[src/rtl/fp_access_ctrl.sv]
// Flip-and-Patch access controller between a host request port and a faulty RAM.
// Flip-marked words are stored half-swapped; patch-marked words live in a small spare table.
module fp_access_ctrl #(
  parameter int N_WORDS = 1 << 20,
  parameter int DATA_W  = 16,
  parameter int ADDR_W  = $clog2(N_WORDS),
  parameter int N_PATCH = 16,
  localparam int HALF   = DATA_W / 2,
  localparam int PU_W   = $clog2(N_PATCH + 1),
  localparam int IDX_W  = (N_PATCH > 1) ? $clog2(N_PATCH) : 1
) (
  input  logic              clk,
  input  logic              reset,
  input  logic              req_valid,
  output logic              req_ready,
  input  logic              req_we,
  input  logic [ADDR_W-1:0] req_addr,
  input  logic [DATA_W-1:0] req_wdata,
  output logic              resp_valid,
  input  logic              resp_ready,
  output logic [DATA_W-1:0] resp_rdata,
  output logic              resp_err,
  output logic [ADDR_W-1:0] map_addr,
  input  logic              flip_bit,
  input  logic              patch_bit,
  output logic              mem_we,
  output logic [ADDR_W-1:0] mem_addr,
  output logic [DATA_W-1:0] mem_wdata,
  input  logic [DATA_W-1:0] mem_rdata,
  output logic [PU_W-1:0]   patch_used,
  output logic [1:0]        dbg_state
);

  typedef enum logic [1:0] {IDLE, LOOKUP, ACCESS, RESP} state_t;

  state_t              state_q, state_d;
  logic                we_q;
  logic [ADDR_W-1:0]   addr_q;
  logic [DATA_W-1:0]   wdata_q;
  logic                flip_q, patch_q;
  logic [DATA_W-1:0]   resp_rdata_q;
  logic                resp_err_q;
  logic [PU_W-1:0]     patch_used_q;
  logic                valid_q [N_PATCH];
  logic [ADDR_W-1:0]   tag_q   [N_PATCH];
  logic [DATA_W-1:0]   data_q  [N_PATCH];

  logic                hit, free_found;
  logic [IDX_W-1:0]    hit_idx, free_idx;
  logic [DATA_W-1:0]   acc_rdata;
  logic                acc_err, tbl_wr, tbl_alloc;
  logic [IDX_W-1:0]    tbl_idx;

  // Handshakes: a transfer happens on a clock edge where valid and ready are both
  // high; once raised, resp_valid and its payload stay fixed until resp_ready.
  assign req_ready  = (state_q == IDLE);
  assign resp_valid = (state_q == RESP);
  assign resp_rdata = resp_rdata_q;
  assign resp_err   = resp_err_q;
  assign map_addr   = addr_q;
  assign patch_used = patch_used_q;
  assign dbg_state  = state_q;

  always_comb begin
    state_d = state_q;
    case (state_q)
      IDLE:    if (req_valid) state_d = LOOKUP;
      LOOKUP:  state_d = ACCESS;
      ACCESS:  state_d = RESP;
      RESP:    if (resp_ready) state_d = IDLE;
      default: state_d = IDLE;
    endcase
  end

  // Spare table search: first matching valid entry, and lowest-index free entry.
  always_comb begin
    hit        = 1'b0;
    hit_idx    = '0;
    free_found = 1'b0;
    free_idx   = '0;
    for (int i = 0; i < N_PATCH; i++) begin
      if (!hit && valid_q[i] && tag_q[i] == addr_q) begin
        hit     = 1'b1;
        hit_idx = IDX_W'(i);
      end
      if (!free_found && !valid_q[i]) begin
        free_found = 1'b1;
        free_idx   = IDX_W'(i);
      end
    end
  end

  always_comb begin
    acc_rdata = '0;
    acc_err   = 1'b0;
    tbl_wr    = 1'b0;
    tbl_alloc = 1'b0;
    tbl_idx   = '0;
    mem_we    = 1'b0;
    mem_addr  = '0;
    mem_wdata = '0;
    if (state_q == ACCESS) begin
      mem_addr = addr_q;
      if (patch_q) begin
        if (we_q) begin
          if (hit) begin
            tbl_wr  = 1'b1;
            tbl_idx = hit_idx;
          end else if (free_found) begin
            tbl_wr    = 1'b1;
            tbl_alloc = 1'b1;
            tbl_idx   = free_idx;
          end else begin
            acc_err = 1'b1;
          end
        end else if (hit) begin
          acc_rdata = data_q[hit_idx];
        end
      end else if (flip_q) begin
        mem_we    = we_q;
        mem_wdata = {wdata_q[HALF-1:0], wdata_q[DATA_W-1:HALF]};
        if (!we_q) acc_rdata = {mem_rdata[HALF-1:0], mem_rdata[DATA_W-1:HALF]};
      end else begin
        mem_we    = we_q;
        mem_wdata = wdata_q;
        if (!we_q) acc_rdata = mem_rdata;
      end
    end
  end

  always_ff @(posedge clk or posedge reset) begin
    if (reset) begin
      state_q      <= IDLE;
      we_q         <= 1'b0;
      addr_q       <= '0;
      wdata_q      <= '0;
      flip_q       <= 1'b0;
      patch_q      <= 1'b0;
      resp_rdata_q <= '0;
      resp_err_q   <= 1'b0;
      patch_used_q <= '0;
      for (int i = 0; i < N_PATCH; i++) begin
        valid_q[i] <= 1'b0;
        tag_q[i]   <= '0;
        data_q[i]  <= '0;
      end
    end else begin
      state_q <= state_d;
      if (state_q == IDLE && req_valid) begin
        we_q    <= req_we;
        addr_q  <= req_addr;
        wdata_q <= req_wdata;
      end
      if (state_q == LOOKUP) begin
        flip_q  <= flip_bit;
        patch_q <= patch_bit;
      end
      if (state_q == ACCESS) begin
        resp_rdata_q <= acc_rdata;
        resp_err_q   <= acc_err;
        if (tbl_wr) begin
          valid_q[tbl_idx] <= 1'b1;
          tag_q[tbl_idx]   <= addr_q;
          data_q[tbl_idx]  <= wdata_q;
        end
        if (tbl_alloc && patch_used_q != PU_W'(N_PATCH))
          patch_used_q <= patch_used_q + PU_W'(1);
      end
    end
  end

endmodule

[config.mk]
export PLATFORM = sky130hd
export DESIGN_NAME = fp_access_ctrl
export DESIGN_NICKNAME = d
export VERILOG_FILES = /design/src/rtl/fp_access_ctrl.sv
export SDC_FILE = /design/constraint.sdc
export NUM_CORES = 2
export LEC_CHECK = 0
export CAP_MARGIN = 20
export CORE_ASPECT_RATIO = 0.7
export CORE_MARGIN = 5
export CORE_UTILIZATION = 47
export CTS_CLUSTER_DIAMETER = 200
export DETAILED_ROUTE_END_ITERATION = 10
export PLACE_DENSITY = 0.69
export SETUP_SLACK_MARGIN = 0.05
export SYNTH_ARGS = -nofsm -noshare
export SYNTH_HDL_FRONTEND = slang
export SYNTH_SLANG_ARGS = --single-unit
[constraint.sdc]
create_clock -name clk -period 41.1 [get_ports clk]
set_input_delay 4.11 -clock clk [delete_from_list [all_inputs] [get_ports clk]]
set_output_delay 4.11 -clock clk [all_outputs]
set_load 0.005 [all_outputs]
# --- Word-level counts from Yosys, hierarchy flattened ---
# Cells that the tools add are included.
classes:
  n_mux: 106
  multipliers: 0
  n_eq_ne: 22
  order_cmp: 3
  addsub: 1
  n_div: 0
  reduce_logical: 97
  n_bitwise: 3
  shift: 0
ops:
  columns: ["cell", "count"]
  rows:
  - ["bitwise mux 320 bit", 1]
  - ["equality test 20 bit", 16]
  - ["bitwise mux 256 bit", 1]
  - ["two-way mux 16 bit", 12]
  - ["two-way mux 4 bit", 33]
  - ["demux 20 bit (select 4 bit)", 1]
  - ["binary-select mux 16 bit (select 4 bit)", 1]
  - ["demux 16 bit (select 4 bit)", 1]
  - ["two-way mux 1 bit", 50]
  - ["logical AND 1 bit", 49]
  - ["logical NOT 1 bit", 44]
  - ["two-way mux 20 bit", 2]
  - ["OR 16 bit", 1]
  - ["greater-or-equal comparator 5 bit, second input constant", 2]
  - ["inverter 4 -> 5 bit", 2]
  - ["one-hot mux 2 bit (4 select lines)", 1]
  - ["AND reduction 2 bit", 3]
  - ["adder 5 x 1 -> 5 bit, second input constant", 1]
  - ["less-than comparator 5 x 1 -> 1 bit, second input constant", 1]
  - ["!= test 5 bit, second input constant", 1]
  - ["demux 1 bit (select 4 bit)", 1]
  - ["equality test 2 bit, second input constant", 2]
  - ["two-way mux 2 bit", 2]
  - ["equality test 2 x 1 -> 1 bit, second input constant", 1]
  - ["other kinds (3)", 3]
totals:
  latch_bits: 0
  mem_bits_rw: 0
  output_inout_bits: 83
  regBits: 655
  mem_bits_ro: 0
  inputBits: 59
  memories: 0

# --- Depth between registers and ports, before layout ---
logic_depth:
  ltp_word: 73
  mapped_depth: 17

# --- Worst setup path before layout ---
# Ideal clock, no wire load.
synth_timing:
  path_type: "reg-to-output"
  startpoint: "register flip_q"
  endpoint: "output mem_wdata[10]"
  arrival_time_ps: 1723
  t_required_ps: 36990
  stages_incl_launch_ff: 6
  setup_slack_ps: 35267
  path_buffers: 3
  path_cell_list: "dfrtp_1 > clkbuf_1 > buf_1 > clkbuf_1 > mux2i_1 > nor2_1"
synth_between:
  elab_chain_cells: 3
synth_rtl:
  columns: ["item", "line", "source"]
  rows:
  - ["from (decl)", "40", "logic flip_q, patch_q;"]
  - ["from (signal assigned)", "155", "flip_q <= flip_bit;"]
  - ["two-way mux 16 bit", "119", "end else if (flip_q) begin"]
  - ["two-way mux 16 bit", "104", "if (patch_q) begin"]
  - ["two-way mux 16 bit", "102", "if (state_q == ACCESS) begin"]
  - ["to (decl)", "28", "output logic [DATA_W-1:0] mem_wdata,"]
# No other way between the ends.

# --- Worst setup path in the final report ---
layout_timing:
  startpoint: "register state_q[0], in the netlist dbg_state[0]"
  endpoint: "output mem_we"
layout_between:
  elab_chain_cells: 2
layout_rtl:
  columns: ["item", "line", "source"]
  rows:
  - ["from (decl)", "36", "state_t state_q, state_d;"]
  - ["from (signal assigned)", "148", "state_q <= state_d;"]
  - ["equality test 2 bit", "102", null]
  - ["two-way mux 1 bit", "102", null]
  - ["to (decl)", "26", "output logic mem_we,"]
# No other way between the ends.

==> summary.txt <==
Synth
  • Most common cell in the netlist: dfrtp_1
  • Synth cell types: 83
  • Synth Flop Type: dfrtp_1
  • Synth area leaders: dfrtp_1, mux2_2, xnor2_1, mux2i_1, xor2_1
  • Seq/Total Area, Yosys: around 50%
  • Synthesized area per cell: about 13 um2
  • Post-synth EDFFs: 0
  • Yosys top cell by area: dfrtp_1
  • Synthesis warning total: 0
  • Post-synthesis register bit count: 655
  • Mapped Area: approximately 0.033 mm2
  • Top cells by count, synth: dfrtp_1, mux2_2, xnor2_1
  • Yosys top cell area share: around 50%
  • Async S/R FF share, synth: 100%
  • Post-synth net total: between 2000 and 3000
  • Post-synthesis cell count: 2567

Place
  • Placed Area: approximately 0.035 mm2
  • Dpl hpwl: 56.4 mm
  • IO buf count: between 100 and 150
  • Placer congestion estimate: 0.865

STA
  • Fraction of the cycle the final worst path needs: between 10% and 20%
  • Max Freq: approximately 140 MHz
  • Clk_skew: roughly 0.025 ns
  • Hold Vio Cnt, Final: 0
  • Unrepaired setup endpoints after global routing: false
  • Relative slew slack: between 20% and 30%
  • Tmin final: 7.22 ns
  • Post-Route Setup TNS: 0 ns
  • Final setup violation count: 0
  • Slew @ Worst Pin: between 1 and 1.5 ns
  • Slew Viols, Final: 0

Clocking
  • Clock Tree Buf Depth: 3
  • Clock root buffer: clkbuf_16
  • Clock Latency Late Sink: about 0.62 ns
  • Post-CTS setup buffer count: 0
  • Cts repair resizes: 0
  • CTS HTree Levels: 3
  • CTS buffer count: 69
  • Clock Sink Count: 655
  • Hold Buf Count CTS: 0
  • CTS tree: yes
  • CTS clk-pin slew, worst paths: roughly 0.06 ns

Floorplan
  • Rows: just over 80
  • Io pins: 142
  • Die area: ~0.075 mm2
  • Starting density of the core: 47.3%
  • Core Footprint: roughly 0.070 mm2
  • Die width: 326 um
  • Chip height: about 230 um

Finish
  • Syn-to-layout area delta: 13.1%
  • Layout fillers: about 5700
  • Post-layout instance area: about 0.037 mm2
  • Fin nets: 2702
  • Share of post-route cells with drive strength above 1: 31.9%

Global route
  • Vias in the first global route: approximately 22000
  • GRT overflow: 0
  • Global-route wire length before repair: roughly 130 mm
  • Largest net degree at the start of global routing: just under 200
  • GRT Total Usage: between 20 and 25%
  • Initial antenna violation count: 1

Worst setup path
  • CP endpoint kind: output port
  • CP Data Arrival Time: around 3.1 ns
  • Worst Path Class, Setup: flip-flop to output port
  • Worst r2r dst: data_q[241]$_DFFE_PP0P_
  • Worst r2r src: map_addr[17]$_DFFE_PP0P_
  • R2r setup slk: 34.39 ns
  • Worst r2r path cells: 16
  • Type of origin of the critical path: flip-flop
  • Crit path max fanout: 42
  • Critical Path RT: roughly 37 ns

Pwr
  • P per Cell Area: 60.2 mW/mm2
  • IR drop worst, VDD: ~0.000047 V
  • P_leak: 17.3 nW

Min path
  • Min-Delay Path Class: flip-flop to flip-flop
  • Hold Crit Endpoint: data_q[134]$_DFFE_PP0P_
  • WHS Path Cells: 1
  • Worst Hold Launch: data_q[134]$_DFFE_PP0P_

Route
  • Drt via density: just under 6
  • Via count: between 20000 and 25000
  • Routed Wire Length: between 80 and 90 mm
  • DRT iter0 DRCs: 1611
  • # DRC: 0
  • WL/cell: roughly 24 um
  • Post-route ant nets: 0
  • DR pass1 iterations: 5

Status
  • Status: finished, final reports clean

Run
  • MaxCap Viol Count: 0
==> cell usage in the layout (no fill, tap or decap), types with 15 or more instances in the layout <==
master / instances
a211oi_1: 17
a21oi_1: 19
and2_1: 24
buf_4: 56
clkbuf_1: 17
clkbuf_16: 73
clkbuf_8: 18
clkdlybuf4s50_1: 141
dfrtp_1: 635
dfrtp_2: 20
inv_1: 17
mux2_1: 45
mux2_2: 613
mux2i_1: 101
nand2_1: 50
nand3_1: 38
nand4_1: 102
nor2_1: 32
nor2b_1: 31
nor4_1: 44
nor4b_1: 15
o21ai_0: 28
or2_2: 22
xnor2_1: 219
xor2_1: 107
==> per-stage QoR <==
stage	hold WS, ns	total power (W)	utilization (%)	instances	worst slack, ns
final	0.488	0.00224	53.5	3600	33.88
after global routing	0.511	0.00234	53.5	3599	33.44
after floorplan	0.454	0.00135	-	2567	18.64
after detailed placement	0.477	0.00161	50.1	3477	33.21
after CTS	0.489	0.00224	53.4	3597	33.86
after global placement	0.465	0.00159	50.1	3476	33.33
==> worst max path at each step <==
stage	from	end	slack [ns]	cells past startpoint
global route	reset	wdata_q[12]$_DFFE_PP0P_	33.44	5
detailed placement	reset	tag_q[61]$_DFFE_PP0P_	33.21	5
global placement	reset	tag_q[61]$_DFFE_PP0P_	33.33	5
CTS	reset	wdata_q[12]$_DFFE_PP0P_	33.86	5
finish	dbg_state[0]$_DFFE_PP0P_	mem_we	33.88	6
floorplan	reset	data_q[0]$_DFFE_PP0P_	18.64	1
==> power by group <==
group          total, W  switching (W)  leakage [nW]  internal (W)
combinational  0.000731       0.000400          7.24      0.000330
sequential     0.000882       0.000149          8.91      0.000734
clock          0.000624       0.000260          1.11      0.000364
total           0.00224       0.000809          17.3       0.00143
==> worst max-delay path, stage by stage (launching register included) <==
cell and delay, ns:
dfrtp_1 0.44, inv_1 0.12, ha_2 0.18, buf_4 0.42, nand2b_1 0.52, nor2_1 0.27, clkdlybuf4s50_1 0.53
==> flip-flops by register name (all words and copies together), names as in the netlist <==
register	count
tag_q	320
valid_q	16
data_q	256
wdata_q	16
patch_used	5
resp_rdata	16
we_q	1
map_addr	20
resp_err	1
flip_q	1
patch_q	1
dbg_state	2
==> per-layer routing <==
layer  vias to the layer above  share of wire (%)  track usage, %
met4                         0                2.0            5.31
met5                         -                  0               0
met2                       599                 44            34.8
li1                       9352                  -               -
met3                       125                6.0            4.13
met1                     11200                 48            34.5
==> logic make-up (layout without fill, tap and decap cells) <==
logic type / count (synthesis) / count (layout) / synth area share, %
AO/OA/AOI/OAI: 158 / 158 / 3.64
XOR/XNOR: 326 / 326 / 8.69
adder cells (fa/ha/maj): 6 / 6 / 0.228
buffers and inverters: 221 / 340 / 3.60
flip-flops: 655 / 655 / 49.9
multiplexers: 759 / 759 / 25.6
other: 0 / 1 / 0
AND/OR/NAND/NOR: 442 / 442 / 8.34
==> area by class of cell <==
type                    count  area [um2]  area share, %
well taps                 913        1140           3.07
clock buffers             108        2140           5.75
multi-input cells        1691       15300           41.3
inverters                  19        78.8          0.212
flip-flops and latches    655       16400           44.2
clock inverters            12         118          0.316
diodes                      1        2.50        0.00673
repair buffers            201        1930           5.18
No activity file was read; power rests on OpenSTA's default activity.
